File: src/rtl/line_option_packer.sv
// Producer end of the solver line FIFO: collects every candidate option of one row/column
// and writes them as a single 1024-bit word {line_index, option_count, options, zero pad}.
module line_option_packer #(
  parameter int SIZE      = 11,
  parameter int NUM_LINES = 2 * SIZE,
  parameter int IDX_W     = $clog2(2 * SIZE),
  parameter int CNT_W     = 7,
  parameter int MAX_OPT   = (1024 - IDX_W - CNT_W) / SIZE
) (
  input  logic              clk,
  input  logic              rst,
  input  logic              line_start,
  input  logic [IDX_W-1:0]  line_index,
  input  logic              opt_valid,
  output logic              opt_ready,
  input  logic [SIZE-1:0]   opt_data,
  input  logic              opt_last,
  input  logic              fifo_full,
  output logic              write_to_fifo,
  output logic [1023:0]     din,
  output logic              busy,
  output logic              overflow,
  output logic [IDX_W:0]    lines_written,
  output logic              all_done
);

  localparam int WORD_W  = 1024;
  localparam int PAY_W   = MAX_OPT * SIZE;
  localparam int PAY_MSB = WORD_W - IDX_W - CNT_W - 1;
  localparam logic [IDX_W:0] LINES_TARGET = (IDX_W + 1)'(NUM_LINES);
  localparam logic [CNT_W-1:0] SLOT_LIMIT = CNT_W'(MAX_OPT);

  typedef enum logic [1:0] {
    S_IDLE,
    S_COLLECT,
    S_WRITE
  } state_t;

  state_t             r_state;
  state_t             w_next_state;
  logic               w_opt_ready;
  logic               w_accept;
  logic               w_do_write;
  logic               w_slot_free;
  logic               w_open_line;
  logic [IDX_W:0]     w_lines_inc;
  logic [WORD_W-1:0]  w_word;

  logic [IDX_W-1:0]   r_index;
  logic [CNT_W-1:0]   r_cnt;
  logic [PAY_W-1:0]   r_payload;
  logic               r_write;
  logic [WORD_W-1:0]  r_din;
  logic               r_overflow;
  logic [IDX_W:0]     r_lines;
  logic               r_all_done;

  always_ff @(posedge clk) begin
    if (rst) r_state <= S_IDLE;
    else     r_state <= w_next_state;
  end

  // NOTE: every signal driven here gets a default first so no path leaves it unassigned (no latch).
  always_comb begin
    w_next_state = r_state;
    w_opt_ready  = 1'b0;
    w_accept     = 1'b0;
    w_do_write   = 1'b0;
    case (r_state)
      S_IDLE: begin
        if (line_start) w_next_state = S_COLLECT;
      end
      S_COLLECT: begin
        w_opt_ready = 1'b1;
        w_accept    = opt_valid;
        if (opt_valid && opt_last) w_next_state = S_WRITE;
      end
      S_WRITE: begin
        if (!fifo_full) begin
          w_do_write   = 1'b1;
          w_next_state = S_IDLE;
        end
      end
      default: w_next_state = S_IDLE;
    endcase
  end

  assign w_slot_free = (r_cnt < SLOT_LIMIT);
  assign w_open_line = (r_state == S_IDLE) && line_start;
  assign w_lines_inc = r_lines + 1'b1;

  always_comb begin
    w_word = '0;
    w_word[WORD_W-1 -: IDX_W]       = r_index;
    w_word[WORD_W-1-IDX_W -: CNT_W] = r_cnt;
    w_word[PAY_MSB -: PAY_W]        = r_payload;
  end

  // NOTE: the payload is deliberately not reset; it is cleared when a line opens and is
  // only copied to din at the end of that line, so its post-reset contents are never seen.
  always_ff @(posedge clk) begin
    if (w_open_line) begin
      r_payload <= '0;
    end else if (w_accept && w_slot_free) begin
      for (int k = 0; k < MAX_OPT; k++) begin
        if (r_cnt == CNT_W'(k)) r_payload[PAY_W-1-k*SIZE -: SIZE] <= opt_data;
      end
    end
  end

  // NOTE: all state is updated with non-blocking assignments so every register sees pre-edge values.
  always_ff @(posedge clk) begin
    if (rst) begin
      r_index    <= '0;
      r_cnt      <= '0;
      r_write    <= 1'b0;
      r_din      <= '0;
      r_overflow <= 1'b0;
      r_lines    <= '0;
      r_all_done <= 1'b0;
    end else begin
      r_write <= w_do_write;
      if (w_open_line) begin
        r_index <= line_index;
        r_cnt   <= '0;
      end
      if (w_accept) begin
        if (w_slot_free) r_cnt      <= r_cnt + 1'b1;
        else             r_overflow <= 1'b1;
      end
      // The count saturates so a long run of extra lines cannot wrap it back under the target.
      if (w_do_write) begin
        r_din <= w_word;
        if (r_lines != '1) begin
          r_lines <= w_lines_inc;
          if (w_lines_inc == LINES_TARGET) r_all_done <= 1'b1;
        end
      end
    end
  end

  assign opt_ready     = w_opt_ready;
  assign write_to_fifo = r_write;
  assign din           = r_din;
  assign busy          = (r_state != S_IDLE);
  assign overflow      = r_overflow;
  assign lines_written = r_lines;
  assign all_done      = r_all_done;

endmodule

File: config.mk
export PLATFORM = sky130hd
export DESIGN_NAME = line_option_packer
export DESIGN_NICKNAME = d
export VERILOG_FILES = /design/src/rtl/line_option_packer.sv
export SDC_FILE = /design/constraint.sdc
export NUM_CORES = 2
export LEC_CHECK = 0
export BUFFER_PORTS_ARGS = -buffer_cell sky130_fd_sc_hd__buf_2
export CAP_MARGIN = 40
export CORE_ASPECT_RATIO = 1.75
export CORE_MARGIN = 3
export CORE_UTILIZATION = 30
export CTS_CLUSTER_SIZE = 40
export DETAILED_ROUTE_END_ITERATION = 6
export GPL_ROUTABILITY_DRIVEN = 0
export PLACE_DENSITY = 0.58
export SLEW_MARGIN = 30
export SYNTH_ARGS = -nofsm -noshare
export SYNTH_HDL_FRONTEND = slang
export SYNTH_SLANG_ARGS = --single-unit
File: constraint.sdc
create_clock -name clk -period 2.2 [get_ports clk]
set_clock_uncertainty 0.2 [all_clocks]
set_input_delay 0.44 -clock clk [delete_from_list [all_inputs] [get_ports clk]]
set_output_delay 0.44 -clock clk [all_outputs]
set_load 0.02 [all_outputs]
# == Yosys cells after proc, flatten, opt, wreduce, memory -nomap -nowiden ==
# Cells that the tools add are included.
# classes
n_addsub,2
n_mul,0
n_div,0
magnitude_cmp,1
eq_ne,98
shift,0
muxes,11
n_bitwise,1
n_reduce_logical,102
# ops
operator,n
$eq A7 B6 Y1 const B,32
$eq A7 B7 Y1 const B,28
$reduce_and A2 Y1,94
$eq A7 B5 Y1 const B,16
$eq A7 B4 Y1 const B,8
$eq A7 B3 Y1 const B,4
$mux W7,3
$eq A7 B2 Y1 const B,2
$add A7 B1 Y7 const B,1
$eq A7 B1 Y1 const B,1
$logic_not A7 Y1,1
$lt A7 B7 Y1 const B,1
$add A6 B1 Y6 const B,1
$eq A6 B5 Y1 const B,1
$mux W2,3
$ne A2 B2 Y1 const B,3
$ne A6 B6 Y1 const B,1
$pmux W2 S3,1
$reduce_and A3 Y1,2
$mux W1,4
$logic_and A1 B1 Y1,3
$eq A2 B1 Y1 const B,1
$eq A2 B2 Y1 const B,1
$logic_not A2 Y1,1
2 further kinds,2
# totals
regBits,2059
latchBits,0
ramBits,0
romBits,0
in_bits,22
output_inout_bits,1035
word_cells,315
memories,0

# == Longest topological paths before layout ==
# logic_depth
word_depth,5
depth_mapped,8

# == Worst setup path after synthesis ==
# No wires, ideal clock.
# synth_timing
kind,reg2reg
start,reg r_cnt[0]
end,reg r_payload[385]
setup_ps,128
arrival_time_ps,2013
t_required_ps,1872
setup_slack_ps,-141
path_stages_with_launch,9
n_path_buf,2
cell_sequence,dfxtp_1 inv_1 ha_1 nand2_1 buf_2 nor3_1 buf_4 mux2i_1 nor2_1
# synth_between
elab_chain_len,3
# synth_rtl
item,line,text
from (decl),50,logic [CNT_W-1:0] r_cnt;
from (signal assigned),128,if (w_slot_free) r_cnt <= r_cnt + 1'b1;
$lt A7 B7 Y1,88,assign w_slot_free = (r_cnt < SLOT_LIMIT);
$logic_and A1 B1 Y1,104,end else if (w_accept && w_slot_free) begin
$reduce_and A2 Y1 (no source line) (*),--,
"to (signal, indexed assignment)",106,if (r_cnt == CNT_W'(k)) r_payload[PAY_W-1-k*SIZE -: SIZE] <= opt_data;
to (decl),51,logic [PAY_W-1:0] r_payload;
# Every way passes the cells marked *; elsewhere a longest branch is shown, timed or not.
# A chain may end at the register's enable or synchronous reset.

# == Worst setup path in the final report ==
# layout_timing
start,reg r_state[1]
end,reg r_payload[111]
# layout_between
elab_chain_len,4
# layout_rtl
item,line,text
from (decl),39,state_t r_state;
from (signal assigned),60,else r_state <= w_next_state;
$eq A2 B1 Y1,69,case (r_state)
$mux W1,69,
$logic_and A1 B1 Y1,104,
$reduce_and A2 Y1 (no source line),--,
# Several ways; a longest one is shown, not always the timed one.

==> impl_results.html <==
<table>
<tr><th>Metric</th><th>Value</th></tr>
<tr><th colspan="2">Status</th></tr>
<tr><td>Status</td><td>finished, violations left</td></tr>
<tr><td>Violated checks</td><td>negative setup slack</td></tr>
<tr><th colspan="2">Yosys</th></tr>
<tr><td>Most common cell in the synthesized netlist</td><td>sky130_fd_sc_hd__nand2_1</td></tr>
<tr><td>Cell types with the largest area share after synthesis</td><td>sky130_fd_sc_hd__dfxtp_1, sky130_fd_sc_hd__mux2i_1, sky130_fd_sc_hd__nand2_1, sky130_fd_sc_hd__a21oi_1, sky130_fd_sc_hd__nor2_1</td></tr>
<tr><td>Post-synth top cells</td><td>sky130_fd_sc_hd__nand2_1, sky130_fd_sc_hd__dfxtp_1, sky130_fd_sc_hd__a21oi_1</td></tr>
<tr><td>Count of unique library cells instantiated by Yosys</td><td>43</td></tr>
<tr><td>Fraction of synthesis flops using an asynchronous set or reset pin</td><td>0%</td></tr>
<tr><td>Area share of the leading cell type in the synthesized netlist</td><td>56.7%</td></tr>
<tr><td>Library cell with the largest summed area after synthesis</td><td>sky130_fd_sc_hd__dfxtp_1</td></tr>
<tr><td>Synthesized area per cell</td><td>9.02 sq um</td></tr>
<tr><td>Sequential element share of the synthesized area</td><td>56.7%</td></tr>
<tr><td>Mapped Nets</td><td>8091</td></tr>
<tr><td>Number of flops mapped to enable cells by yosys</td><td>0</td></tr>
<tr><td>Main synth FF type</td><td>sky130_fd_sc_hd__dfxtp_1</td></tr>
<tr><td>Syn Inst Count</td><td>8063</td></tr>
<tr><td>Post-Syn Area</td><td>72700 sq um</td></tr>
<tr><td>Flip-flop and latch count after synthesis</td><td>2059</td></tr>
<tr><td>Number of warning messages in the yosys log</td><td>0</td></tr>
<tr><th colspan="2">Routing</th></tr>
<tr><td>Remaining antenna violation count after routing</td><td>0</td></tr>
<tr><td>Ratio of routed vias to standard cells</td><td>4.82</td></tr>
<tr><td>First-iteration detailed-routing DRC count</td><td>3887</td></tr>
<tr><td>Pre-antenna DRT Iters</td><td>6</td></tr>
<tr><td>Residual DRC</td><td>0</td></tr>
<tr><td>Total wire length</td><td>267000 um</td></tr>
<tr><td>Average wire per standard cell</td><td>21.5 um</td></tr>
<tr><td>Number of vias in the routed layout</td><td>59878</td></tr>
<tr><th colspan="2">Clock tree</th></tr>
<tr><td>Cts bufs inserted</td><td>189</td></tr>
<tr><td>Max Buffers Root-to-Sink</td><td>4</td></tr>
<tr><td>Buffer type at the clock tree root</td><td>sky130_fd_sc_hd__clkbuf_16</td></tr>
<tr><td>Insertion delay to the later sink of the worst-skew pair</td><td>0.87 ns</td></tr>
<tr><td>Clock-pin slew on the worst setup and hold paths</td><td>0.07 ns</td></tr>
<tr><td>TritonCTS clock tree</td><td>built</td></tr>
<tr><td>Htree depth</td><td>4</td></tr>
<tr><td>Total clock sinks</td><td>2059</td></tr>
<tr><th colspan="2">Pwr</th></tr>
<tr><td>Power per Cell Area</td><td>785 nW/um^2</td></tr>
<tr><td>Peak VDD IR</td><td>0.000733 V</td></tr>
<tr><td>Net Sw Power</td><td>16800 uW</td></tr>
<tr><td>Total Power</td><td>73400 uW</td></tr>
<tr><td>Fraction of power spent switching nets</td><td>22.9%</td></tr>
<tr><td>Clk network pwr share</td><td>45.3%</td></tr>
<tr><td>Fraction of power consumed by sequential logic</td><td>50.8%</td></tr>
<tr><td>Internal power</td><td>56600 uW</td></tr>
<tr><td>Gate power share</td><td>3.8%</td></tr>
<tr><td>Static Leak</td><td>0.0371 uW</td></tr>
<tr><th colspan="2">STA</th></tr>
<tr><td>Final clock period utilization by the worst path</td><td>110%</td></tr>
<tr><td>Final number of hold-violating endpoints</td><td>0</td></tr>
<tr><td>Unrepaired setup endpoints after global routing</td><td>true</td></tr>
<tr><td>Post-route minimum period</td><td>2.41 ns</td></tr>
<tr><td>Transition time of the tightest slew-check pin</td><td>0.561 ns</td></tr>
<tr><td>Final-layout setup total negative slack</td><td>-18.37 ns</td></tr>
<tr><td>Highest Clock Rate</td><td>0.415 GHz</td></tr>
<tr><td>Remaining max-slew budget at the tightest pin</td><td>62.6%</td></tr>
<tr><td># setup viols final</td><td>372</td></tr>
<tr><td>Worst hold slack across all endpoints</td><td>0.182 ns</td></tr>
<tr><td>Count of final max-slew check failures</td><td>0</td></tr>
<tr><td>Final WS setup</td><td>-0.210 ns</td></tr>
<tr><th colspan="2">Critical path</th></tr>
<tr><td>Endpoint arrival time on the critical path</td><td>2.91 ns</td></tr>
<tr><td>Worst Setup Path Type</td><td>reg -&gt; reg</td></tr>
<tr><td>Reg-to-reg slack, setup</td><td>-0.21 ns</td></tr>
<tr><td>Largest fanout of any net on the critical path</td><td>6</td></tr>
<tr><td>Crit path required time</td><td>2.70 ns</td></tr>
<tr><td>CP startpoint kind</td><td>register</td></tr>
<tr><td>CP endpoint kind</td><td>register</td></tr>
<tr><th colspan="2">Worst hold path</th></tr>
<tr><td>Path category of the worst min-delay check</td><td>in -&gt; reg</td></tr>
<tr><th colspan="2">Global route</th></tr>
<tr><td>Via count of the first global-routing pass</td><td>58310</td></tr>
<tr><td>Leftover overflow at the end of global routing</td><td>0</td></tr>
<tr><td>Initial antenna violation count</td><td>11</td></tr>
<tr><td>Global-route wire length before repair</td><td>384000 um</td></tr>
<tr><td>Overall track demand over capacity in global routing</td><td>20.3%</td></tr>
<tr><td>Maximum number of pins on one net before global-route repair</td><td>84</td></tr>
<tr><th colspan="2">Run</th></tr>
<tr><td>Max Cap Viol</td><td>0</td></tr>
<tr><th colspan="2">Floorplan</th></tr>
<tr><td>Die height</td><td>657 um</td></tr>
<tr><td>Number of placement rows</td><td>238</td></tr>
<tr><td>Die Outline Area</td><td>249000 sq um</td></tr>
<tr><td>Horizontal die dimension</td><td>378 um</td></tr>
<tr><td>Num ports</td><td>1057</td></tr>
<tr><td>Initial Util</td><td>30.2%</td></tr>
<tr><td>Core Region</td><td>241000 sq um</td></tr>
<tr><th colspan="2">Final layout</th></tr>
<tr><td>Fillcell total</td><td>23979</td></tr>
<tr><td>Share of final-layout standard cells stronger than drive strength 1</td><td>21.7%</td></tr>
<tr><td>Post-layout instance area</td><td>93500 sq um</td></tr>
<tr><td>Layout area overhead</td><td>28.6%</td></tr>
<tr><td>Layout Nets</td><td>9184</td></tr>
<tr><th colspan="2">Placement</th></tr>
<tr><td>Count of port buffers added during placement</td><td>1056</td></tr>
<tr><td>Total placed instance area</td><td>84900 sq um</td></tr>
<tr><td>Detailed placer's ending HPWL</td><td>180000 um</td></tr>
<tr><td>Pre-CTS setup slack</td><td>-0.365 ns</td></tr>
</table>
-- cell type report --
class	count	area [sq um]	share of cell area, %
well taps	3120	3900	4.18
clock buffers	260	5400	5.77
diodes	4	10.0	0.0107
multi-input cells	5305	28900	30.9
inverters	6	25.0	0.0268
repair buffers	1595	13200	14.2
flip-flops and latches	2059	41300	44.1
clock inverters	69	747	0.799
-- final timing paths --
path / end / start / cells after the start
worst max-delay path: r_payload[111] / r_state[1] / 8
worst min-delay path: r_index[1] / line_index[1] / 4
worst max register to register: r_payload[111] / r_state[1] / 8
worst min register to register: din[501] / r_payload[501] / 2
-- power by group through the flow --
stage / Combinational [uW] / Clock [uW] / Sequential, uW
after floorplan: 1210 / 0 / 38100
after global placement: 2670 / 0 / 38100
final: 2820 / 33300 / 37300
after CTS: 2800 / 34000 / 37300
after global routing: 2970 / 35300 / 37300
after detailed placement: 2670 / 0 / 38100
-- logic make-up (layout without fill, tap and decap cells) --
group / Yosys count / in the layout / synth area share (%)
and+or+nand+nor: 3223 / 3223 / 17.5
DFF: 2059 / 2059 / 56.7
AOI/OAI and AO/OA: 1054 / 1054 / 7.29
muxes: 1015 / 1015 / 14.0
buffers and inverters: 699 / 1930 / 4.34
xor gates and xnor gates: 7 / 7 / 0.0843
adders and majority gates: 6 / 6 / 0.103
other: 0 / 4 / 0
-- what timing repair did --
action                                 CTS  global route
hold buffers                            24             0
endpoints found under the hold margin  391             0
setup endpoints to repair              519          1329
gates cloned                            15            15
pin swaps                               22            54
setup buffers                           42            31
resized for setup                      110            87
-- metal layers --
layer  vias to the layer above  routed length, um  global-route usage, %
li1                      28359                  -                      -
met1                     29075             112000                   25.8
met2                      1984             127000                   34.2
met3                       456              15300                   3.02
met4                         4              12300                   8.84
met5                         -                 27                      0
-- worst max-delay path, cell delays in order, from the launching register on --
cell                      delay [ns]
sky130_fd_sc_hd__dfxtp_2        0.33
sky130_fd_sc_hd__or4b_4         0.59
sky130_fd_sc_hd__buf_12         0.18
sky130_fd_sc_hd__nor4_4         0.26
sky130_fd_sc_hd__buf_6          0.18
sky130_fd_sc_hd__buf_12         0.11
sky130_fd_sc_hd__buf_12         0.11
sky130_fd_sc_hd__mux2i_2        0.22
sky130_fd_sc_hd__nor2_1         0.06
-- registers in the layout, indices dropped and copies added (netlist names) --
signal / flops
din: 1024
r_payload: 1012
r_cnt: 7
lines_written: 6
r_index: 5
r_state: 2
all_done: 1
overflow: 1
write_to_fifo: 1
-- through the flow --
step / util, % / instances
6_report: 38.9 / 12418
5_1_grt: 38.9 / 12415
4_1_cts: 38.5 / 12373
3_5_place_dp: 35.3 / 11966
3_3_place_gp: 35.3 / 11966
2_1_floorplan: - / 8063
-- placed cells by master, fill, tap and decap left out, types with 16 or more instances in the layout --
cell	instances
sky130_fd_sc_hd__buf_4	206
sky130_fd_sc_hd__nor2_1	1020
sky130_fd_sc_hd__nand4_1	16
sky130_fd_sc_hd__buf_6	56
sky130_fd_sc_hd__nor3_2	19
sky130_fd_sc_hd__nand2_1	2065
sky130_fd_sc_hd__clkbuf_8	36
sky130_fd_sc_hd__dfxtp_2	22
sky130_fd_sc_hd__nor3_4	45
sky130_fd_sc_hd__clkinv_2	37
sky130_fd_sc_hd__dlygate4sd3_1	23
sky130_fd_sc_hd__clkbuf_1	33
sky130_fd_sc_hd__buf_12	230
sky130_fd_sc_hd__clkbuf_16	208
sky130_fd_sc_hd__dfxtp_1	2034
sky130_fd_sc_hd__a21oi_1	1029
sky130_fd_sc_hd__buf_2	1037
sky130_fd_sc_hd__mux2i_1	1001
No activity file was read; power rests on OpenSTA's default activity.
